<file path="src/rtl/camellia_ctrl_pkg.sv">
// Shared types and constants for the Camellia CBC/ECB sequencer.
package camellia_ctrl_pkg;

  localparam int BLK_W = 128;

  // Direction encoding matches the core's EncDec pin.
  localparam logic ENC = 1'b0;
  localparam logic DEC = 1'b1;

  typedef enum logic [2:0] {
    ST_NOKEY,
    ST_KREQ,
    ST_KWAIT,
    ST_READY,
    ST_DREQ,
    ST_DWAIT,
    ST_OUT
  } state_t;

endpackage

</file>
<file path="src/rtl/camellia_cbc_chain.sv">
// Chaining register with the pre-core and post-core XOR paths for CBC,
// transparent in ECB.
module camellia_cbc_chain
  import camellia_ctrl_pkg::*;
(
  input  logic             clk,
  input  logic             rst,
  input  logic             load_iv,
  input  logic [BLK_W-1:0] iv,
  input  logic             update,
  input  logic             cbc,
  input  logic             encdec,
  input  logic [BLK_W-1:0] blk_in,
  input  logic [BLK_W-1:0] dout,
  output logic [BLK_W-1:0] din,
  output logic [BLK_W-1:0] result
);

  logic [BLK_W-1:0] chain;

  // Encrypt chains on the ciphertext it produced; decrypt on the ciphertext it consumed.
  always_ff @(posedge clk) begin
    if (rst) begin
      chain <= '0;
    end else if (load_iv) begin
      chain <= iv;
    end else if (update && cbc) begin
      chain <= (encdec == ENC) ? dout : blk_in;
    end
  end

  always_comb begin
    din    = blk_in;
    result = dout;
    if (cbc && encdec == ENC) din    = blk_in ^ chain;
    if (cbc && encdec == DEC) result = dout ^ chain;
  end

endmodule

</file>
<file path="src/rtl/camellia_cbc_ctrl.sv">
// Sequencer for the Camellia core: key setup, one block in flight, CBC/ECB
// chaining, and a watchdog on the core's Kvld/Dvld strobes.
//
// state    | meaning
// NOKEY    | no valid key schedule in the core
// KREQ     | Krdy strobe to the core
// KWAIT    | waiting for Kvld (watchdog running)
// READY    | key valid, accepting a block or a new cfg_load
// DREQ     | Drdy strobe with the pre-XORed block
// DWAIT    | waiting for Dvld (watchdog running)
// OUT      | result held on m_data until m_ready
module camellia_cbc_ctrl
  import camellia_ctrl_pkg::*;
#(
  parameter int TIMEOUT_CYC = 64,
  parameter int CW          = 7
) (
  input  logic             CLK,
  input  logic             RST,
  input  logic             cfg_load,
  input  logic [BLK_W-1:0] cfg_key,
  input  logic [BLK_W-1:0] cfg_iv,
  input  logic             cfg_encdec,
  input  logic             cfg_cbc,
  output logic             cfg_ready,
  output logic             err_timeout,
  input  logic [BLK_W-1:0] s_data,
  input  logic             s_valid,
  output logic             s_ready,
  output logic [BLK_W-1:0] m_data,
  output logic             m_valid,
  input  logic             m_ready,
  output logic             core_EN,
  output logic [BLK_W-1:0] core_Kin,
  output logic             core_Krdy,
  output logic [BLK_W-1:0] core_Din,
  output logic             core_Drdy,
  output logic             core_EncDec,
  input  logic [BLK_W-1:0] core_Dout,
  input  logic             core_Dvld,
  input  logic             core_Kvld,
  input  logic             core_BSY
);

  localparam logic [CW-1:0] TMO_LAST = CW'(TIMEOUT_CYC - 1);

  state_t           state, state_nxt;
  logic [BLK_W-1:0] key_q, s_q, m_q, din, result;
  logic             encdec_q, cbc_q, err_q;
  logic [CW-1:0]    tmo_cnt;
  logic             cfg_take, s_fire, d_done, tmo_hit, waiting;

  // Busy is informational only; sequencing relies on the strobes.
  logic unused_bsy;
  assign unused_bsy = core_BSY;

  assign cfg_take = cfg_load && (state == ST_NOKEY || state == ST_READY);
  assign s_ready  = (state == ST_READY) && !cfg_load;
  assign s_fire   = s_valid && s_ready;
  assign d_done   = (state == ST_DWAIT) && core_Dvld;
  assign waiting  = (state == ST_KWAIT) || (state == ST_DWAIT);

  // A strobe landing on the last count still wins over the abort.
  assign tmo_hit = (tmo_cnt == TMO_LAST) &&
                   ((state == ST_KWAIT && !core_Kvld) ||
                    (state == ST_DWAIT && !core_Dvld));

  always_ff @(posedge CLK) begin
    if (RST) state <= ST_NOKEY;
    else     state <= state_nxt;
  end

  always_comb begin
    state_nxt = state;
    case (state)
      ST_NOKEY: if (cfg_take) state_nxt = ST_KREQ;
      ST_KREQ:  state_nxt = ST_KWAIT;
      ST_KWAIT: begin
        if (core_Kvld)    state_nxt = ST_READY;
        else if (tmo_hit) state_nxt = ST_NOKEY;
      end
      ST_READY: begin
        if (cfg_take)    state_nxt = ST_KREQ;
        else if (s_fire) state_nxt = ST_DREQ;
      end
      ST_DREQ:  state_nxt = ST_DWAIT;
      ST_DWAIT: begin
        if (core_Dvld)    state_nxt = ST_OUT;
        else if (tmo_hit) state_nxt = ST_NOKEY;
      end
      ST_OUT:   if (m_ready) state_nxt = ST_READY;
      default:  state_nxt = ST_NOKEY;
    endcase
  end

  always_ff @(posedge CLK) begin
    if (RST) begin
      key_q    <= '0;
      s_q      <= '0;
      m_q      <= '0;
      encdec_q <= 1'b0;
      cbc_q    <= 1'b0;
      err_q    <= 1'b0;
      tmo_cnt  <= '0;
    end else begin
      if (cfg_take) begin
        key_q    <= cfg_key;
        encdec_q <= cfg_encdec;
        cbc_q    <= cfg_cbc;
        err_q    <= 1'b0;
      end
      if (s_fire)  s_q   <= s_data;
      if (d_done)  m_q   <= result;
      if (tmo_hit) err_q <= 1'b1;
      tmo_cnt <= waiting ? tmo_cnt + 1'b1 : '0;
    end
  end

  camellia_cbc_chain u_chain (
    .clk     (CLK),
    .rst     (RST),
    .load_iv (cfg_take),
    .iv      (cfg_iv),
    .update  (d_done),
    .cbc     (cbc_q),
    .encdec  (encdec_q),
    .blk_in  (s_q),
    .dout    (core_Dout),
    .din     (din),
    .result  (result)
  );

  assign cfg_ready   = (state == ST_READY);
  assign err_timeout = err_q;
  assign m_valid     = (state == ST_OUT);
  assign m_data      = m_q;
  assign core_EN     = 1'b1;
  assign core_Kin    = key_q;
  assign core_Krdy   = (state == ST_KREQ);
  assign core_Din    = din;
  assign core_Drdy   = (state == ST_DREQ);
  assign core_EncDec = encdec_q;

endmodule

</file>
<file path="config.mk">
export PLATFORM = sky130hd
export DESIGN_NAME = camellia_cbc_ctrl
export DESIGN_NICKNAME = d
export VERILOG_FILES = /design/src/rtl/camellia_ctrl_pkg.sv /design/src/rtl/camellia_cbc_chain.sv /design/src/rtl/camellia_cbc_ctrl.sv
export SDC_FILE = /design/constraint.sdc
export NUM_CORES = 1
export LEC_CHECK = 0
export CAP_MARGIN = 10
export CORE_AREA = 4 4 356 358
export DETAILED_ROUTE_END_ITERATION = 12
export DIE_AREA = 0 0 360 362
export PLACE_DENSITY_LB_ADDON = 0.05
export RECOVER_POWER = 50
export SLEW_MARGIN = 25
export SYNTH_ARGS = -nofsm -noshare
export SYNTH_HDL_FRONTEND = slang
export SYNTH_HIERARCHICAL = 1
export SYNTH_SLANG_ARGS = --single-unit
</file>
<file path="constraint.sdc">
create_clock -name CLK -period 2.7 [get_ports CLK]
set_clock_uncertainty 0.2 [all_clocks]
set_input_delay 0.27 -clock CLK [delete_from_list [all_inputs] [get_ports CLK]]
set_output_delay 0.27 -clock CLK [all_outputs]
set_load 0.02 [all_outputs]
</file>
==> Word-level counts from Yosys, hierarchy flattened <==
Index checks and enable logic that the tools add are counted.
{ "word_totals": {"ff_bits": 525, "in_bits": 522, "out_inout_bits": 392, "wordCells": 60} }
{ "op_classes": {"addsub": 1, "eq_ne": 10, "muxes": 15, "n_bitwise": 4, "n_reduce_logical": 21} }
{ "ops": {"columns": ["op", "count"], "rows": [
  ["128-bit 2-to-1 mux", 5],
  ["128-bit XOR", 2],
  ["3-bit 2-to-1 mux", 7],
  ["3-bit one-hot mux with 7 select lines", 1],
  ["1-bit logical AND", 10],
  ["3-bit equality test, second input constant", 3],
  ["7-bit by 1-bit adder with 7-bit output, second input constant", 1],
  ["7-bit by 6-bit equality test with 1-bit output, second input constant", 1],
  ["3-bit by 2-bit equality test with 1-bit output, second input constant", 2],
  ["2-bit nonzero test", 2],
  ["3-bit by 1-bit equality test with 1-bit output, second input constant", 1],
  ["1-bit logical NOT", 3],
  ["3-bit logical NOT", 1],
  ["1-bit logical OR", 3],
  ["3-bit by 1-bit != test with 1-bit output, second input constant", 1],
  ["3-bit AND reduction", 1],
  ["1-bit 2-to-1 mux", 2],
  ["2-bit by 1-bit != test with 1-bit output, second input constant", 1],
  ["2-bit != test, second input constant", 1],
  ["1-bit NOT", 2],
  ["2-bit OR reduction", 1]
]} }

==> Depth between registers and ports, before layout <==
{ "depth": {"ltp_word": 7, "depth_mapped": 11, "ltp_nobuf": 6} }

==> Hierarchy <==
Netlist, hierarchy kept.
{ "by_module_without_submodules": {"columns": ["mod", "n_inst", "cells_per_inst", "area_each_um2", "seq_area_each_um2"], "rows": [
  ["camellia_cbc_ctrl", 1, 1760, 13823.3, 7947.6],
  ["camellia_cbc_chain", 1, 1269, 10362.4, 2562.5]
]} }

==> Least setup slack after synthesis <==
Ideal clock, no wire load.
{ "synth_timing": {"path_kind": "reg2reg", "startpoint": "register state[1]", "endpoint": "register u_chain.chain[114]", "setup_time_ps": 117, "t_arrival_ps": 2283, "required_time_ps": 2383, "path_slack_ps": 100, "stages_incl_launch_ff": 11, "path_buffers": 5, "period_less_slack_ps": 2600, "path_cell_list": "dfxtp_1 -> buf_2 -> nor2b_1 -> or4b_1 -> buf_2 -> clkinv_2 -> buf_2 -> buf_2 -> clkbuf_1 -> nand2b_1 -> a32o_1"} }
{ "synth_via": {"elab_chain_len": 4, "word_cells_on_any_way": 9, "cone_classes": "2 x eq/ne; 1 x mux; 6 x reduce/logical"} }
{ "synth_rtl": {"columns": ["element", "line_no", "source"], "rows": [
  ["from (decl)", "camellia_cbc_ctrl.sv:47", "state_t state, state_nxt;"],
  ["from (signal assigned)", "camellia_cbc_ctrl.sv:70", "else state <= state_nxt;"],
  ["3-bit by 2-bit equality test with 1-bit output / 3-bit logical NOT (equally long branches)", "camellia_cbc_ctrl.sv:57", "assign cfg_take = cfg_load && (state == ST_NOKEY || state == ST_READY);"],
  ["1-bit logical OR (*)", "camellia_cbc_ctrl.sv:57", null],
  ["1-bit logical AND (*)", "camellia_cbc_ctrl.sv:57", null],
  ["named net cfg_take", "camellia_cbc_ctrl.sv:51", "logic cfg_take, s_fire, d_done, tmo_hit, waiting;"],
  ["128-bit 2-to-1 mux / 2-bit nonzero test (equally long branches)", null, null],
  ["to (signal assigned)", "camellia_cbc_chain.sv:26", "chain <= iv;"],
  ["to (signal assigned)", "camellia_cbc_chain.sv:28", "chain <= (encdec == ENC) ? dout : blk_in;"],
  ["to (decl)", "camellia_cbc_chain.sv:19", "logic [BLK_W-1:0] chain;"]
]} }
The timed path passes the listed nets; every way through them passes the cells marked *.
A chain may end at the register's enable or synchronous reset.

==> Worst setup path after layout <==
{ "layout_timing": {"startpoint": "register encdec_q (netlist: core_EncDec)", "endpoint": "output port core_Din[79]"} }
{ "layout_via": {"elab_chain_len": 3} }
{ "layout_rtl": {"columns": ["element", "line_no", "source"], "rows": [
  ["from (decl)", "camellia_cbc_ctrl.sv:49", "logic encdec_q, cbc_q, err_q;"],
  ["from (signal assigned)", "camellia_cbc_ctrl.sv:108", "encdec_q <= cfg_encdec;"],
  ["1-bit NOT", null, null],
  ["1-bit logical AND", "camellia_cbc_chain.sv:35", "if (cbc && encdec == ENC) din = blk_in ^ chain;"],
  ["128-bit 2-to-1 mux", "camellia_cbc_chain.sv:35", null],
  ["to (decl)", "camellia_cbc_ctrl.sv:36", "output logic [BLK_W-1:0] core_Din,"]
]} }
No other way between the ends.

==> summary.md <==
| Metric | Value |
|---|---|
| VDD IR max | `0.462 mV` |
| EDFF count, synth | `0` |
| Worst skew pair latency | `0.64 ns` |
| Leakage Power | `0.0153 uW` |
| Die ar. | `130,000 um2` |
| Die W | `360 um` |
| Post-DRT Antenna Nets | `0` |
| Max Fclk | `0.383 GHz` |
| Setup TNS | `0 ns` |
| Synth area leaders | `dfxtp_1, nand2_1, xnor2_1` |
| Hold_sp | `s_data[4]` |
| I/O pins | `914` |
| Area Overhead vs Synth | `67.5%` |
| Final WL | `130,000 um` |
| Fraction of layout instances using a drive strength above 1 | `9.10%` |
| MaxCap Viol Count | `0` |
| Yosys cell types | `41` |
| Synth area leader | `dfxtp_1` |
| Gr ovfl total | `0` |
| Mapped Cells | `3,029` |
| Final HPWL DP | `89,800 um` |
| Synth Flop Type | `dfxtp_1` |
| Slew @ Worst Pin | `1.41 ns` |
| Cell area after synthesis | `24,200 um2` |
| Total track usage | `18.9%` |
| Pwr/cell area | `731 nW/um2` |
| RR Startpoint | `state[0]$_SDFFE_PP0P_` |
| Finished Cell Area | `40,500 um2` |
| Slew headroom | `5.84%` |
| Hold WS | `0.0525 ns` |
| Number of detailed-route iterations in the first pass | `5` |
| Avg WL per Cell | `22.3 um` |
| Minimum clock period | `2.61 ns` |
| CTS max path bufs | `3` |
| Number of buffers created by CTS | `73` |
| Area after DPL | `35,400 um2` |
| Syn avg cell area | `7.98 um2` |
| Nets | `4,628` |
| Post-Syn Nets | `3,552` |
| Root Driver | `clkbuf_16` |
| Critical path origin | `core_EncDec$_SDFFE_PP0P_` |
| Clk slew on worst S/H paths | `0.06 ns` |
| First-pass GRT wire length | `183,000 um` |
| Post-synthesis sequential area ratio | `43.5%` |
| Synth Register Bits | `525` |
| Initial antenna violation count | `54` |
| Worst EP arrival | `2.14 ns` |
| Final setup violating endpoints | `0` |
| TritonCTS clock tree | `done` |
| Port buffer count | `911` |
| Clock Sink Count | `525` |
| Status | `finished clean` |
| CP Capture Type | `output pin` |
| Num rows | `129` |
| Crit path launch type | `flop` |
| Remaining DRCs | `0` |
| Critical path class | `flop to output pin` |
| Worst endpoint required time | `2.23 ns` |
| Fin. Hold Viols | `0` |
| Core Region | `123,000 um2` |
| Area share of the largest cell type after synthesis | `43.5%` |
| Pin count of the biggest net entering global routing | `132` |
| Synth Warn # | `6` |
| Vias per cell | `4.29` |
| Worst-path maximum fanout | `11` |
| Async SR Flop Fraction | `0%` |
| # H-tree levels | `3` |
| Final Wtd Congestion | `0.765` |
| Via count | `25,000` |
| Hold Path Class | `input pin to flop` |
| Drt initial violations | `1,274` |
| Vias in the first global route | `25,200` |
| Initial core utilization | `19.6%` |
| Slew Viols, Final | `0` |
| RSZ-0062 raised after global routing | `yes` |
| Period Utilization, post-route | `96.7%` |
| Die Y | `362 um` |
synth_stat cells, drive strengths merged (4+ instances only):
master and instances:
a21oi 389, clkbuf 146, nor2 14, dfxtp 525
xnor2 259, buf 101, inv 4, a32o 128
nand2 1033, nand3 4, nand2b 129, nor2b 134
a211o 129
layout make-up:
cell class,count,area [um2]
Fill cell,13300,82800
Multi-Input combinational cell,2252,12900
Timing Repair Buffer,1248,12700
Sequential cell,525,10500
Clock buffer,107,2070
Tap cell,1637,2050
Clock inverter,18,213
Antenna cell,28,70.1
Inverter,5,40.0
per-layer routing:
metal / part of all wire, % / up-vias / routed length, um / track usage, %
met5: 0.17 / - / 223 / 0
met4: 2.8 / 32 / 3690 / 6.09
met3: 7.4 / 183 / 9620 / 6.29
met2: 47 / 721 / 61500 / 31.8
met1: 42 / 11800 / 54500 / 22.7
li1: - / 12200 / - / -
power by group:
group	switching, uW	internal (uW)	total [uW]
Clock	4060	5450	9510
Combinational	5820	4550	10400
Sequential	768	8970	9740
flip-flops by register name (all words and copies together) (netlist names):
name and count:
cbc_q 1, core_EncDec 1, core_Kin 128, err_timeout 1, m_data 128, s_q 128, state 3, tmo_cnt 7
u_chain/chain 128
kinds of logic (layout without fill, tap and decap cells):
kind of cell    Yosys count  count (layout)  synth area share [%]
compound gates          657             657                  18.3
xor+xnor                261             261                  9.45
fa+ha+maj                 1               1                0.0517
buf+inv                 252            1378                  4.98
flops                   525             525                  43.5
mux                       2               2                0.0828
other cells               1              29                0.0155
simple gates           1330            1330                  23.6
critical path, stage by stage (launching register included):
cell and delay, ns:
dfxtp_4 0.37, nor2b_4 0.13, buf_12 0.13, buf_16 0.13
buf_12 0.15, buf_16 0.15, nand2_1 0.09, xnor2_2 0.17
buf_4 0.17
cells in the final DEF (no fill, tap or decap), types with 3 or more instances in the layout:
cell                n
dfxtp_1           523
dlygate4sd3_1     464
dlygate4sd2_1      14
a21oi_1           389
and3_1              3
clkbuf_16          77
inv_1               3
buf_12             46
nand3_1             3
buf_2              41
clkdlybuf4s50_1   553
nor2_1             13
buf_8               5
buf_16              7
nand2_1          1023
o21ai_0             3
xnor2_2            39
clkbuf_1           23
nand2b_1          129
a32o_1            128
clkinv_2            9
nor2b_1           132
inv_6               3
a211o_1           129
clkbuf_2            4
xnor2_1           219
buf_6               7
nand2_4             3
buf_4              93
clkbuf_8           12
clkdlybuf4s15_2     6
nand2_2             7
diode_2            28
what timing repair did:
action                     in CTS  in global routing
resized for setup             587                 82
setup endpoints to repair     131                 49
setup buffers                  11                  0
pin swaps                       2                 11
cloned                          4                  4
hold endpoints to repair      265                  0
hold buffers                  241                  0
path summary, 6_finish.rpt:
check | to | slack, ns | depth (start not counted)
min reg2reg | tmo_cnt[0]$_SDFF_PP0_ | 0.25 | 1
min | s_q[4]$_SDFFE_PP0P_ | 0.05 | 3
max | core_Din[79] | 0.09 | 8
max reg2reg | s_q[119]$_SDFFE_PP0P_ | 0.18 | 6
stage by stage:
stage          worst slack, ns  cells  total power, uW  utilization, %
6_report                0.0891   5820            29600            32.9
3_5_place_dp           0.00578   5409            20100            28.7
5_1_grt                -0.0270   5806            31400            32.8
4_1_cts                -0.0468   5790            30400            32.6
3_3_place_gp            0.0190   5409            20100            28.7
2_1_floorplan            0.100   3029            15300               -
No activity file was read; power rests on OpenSTA's default activity.
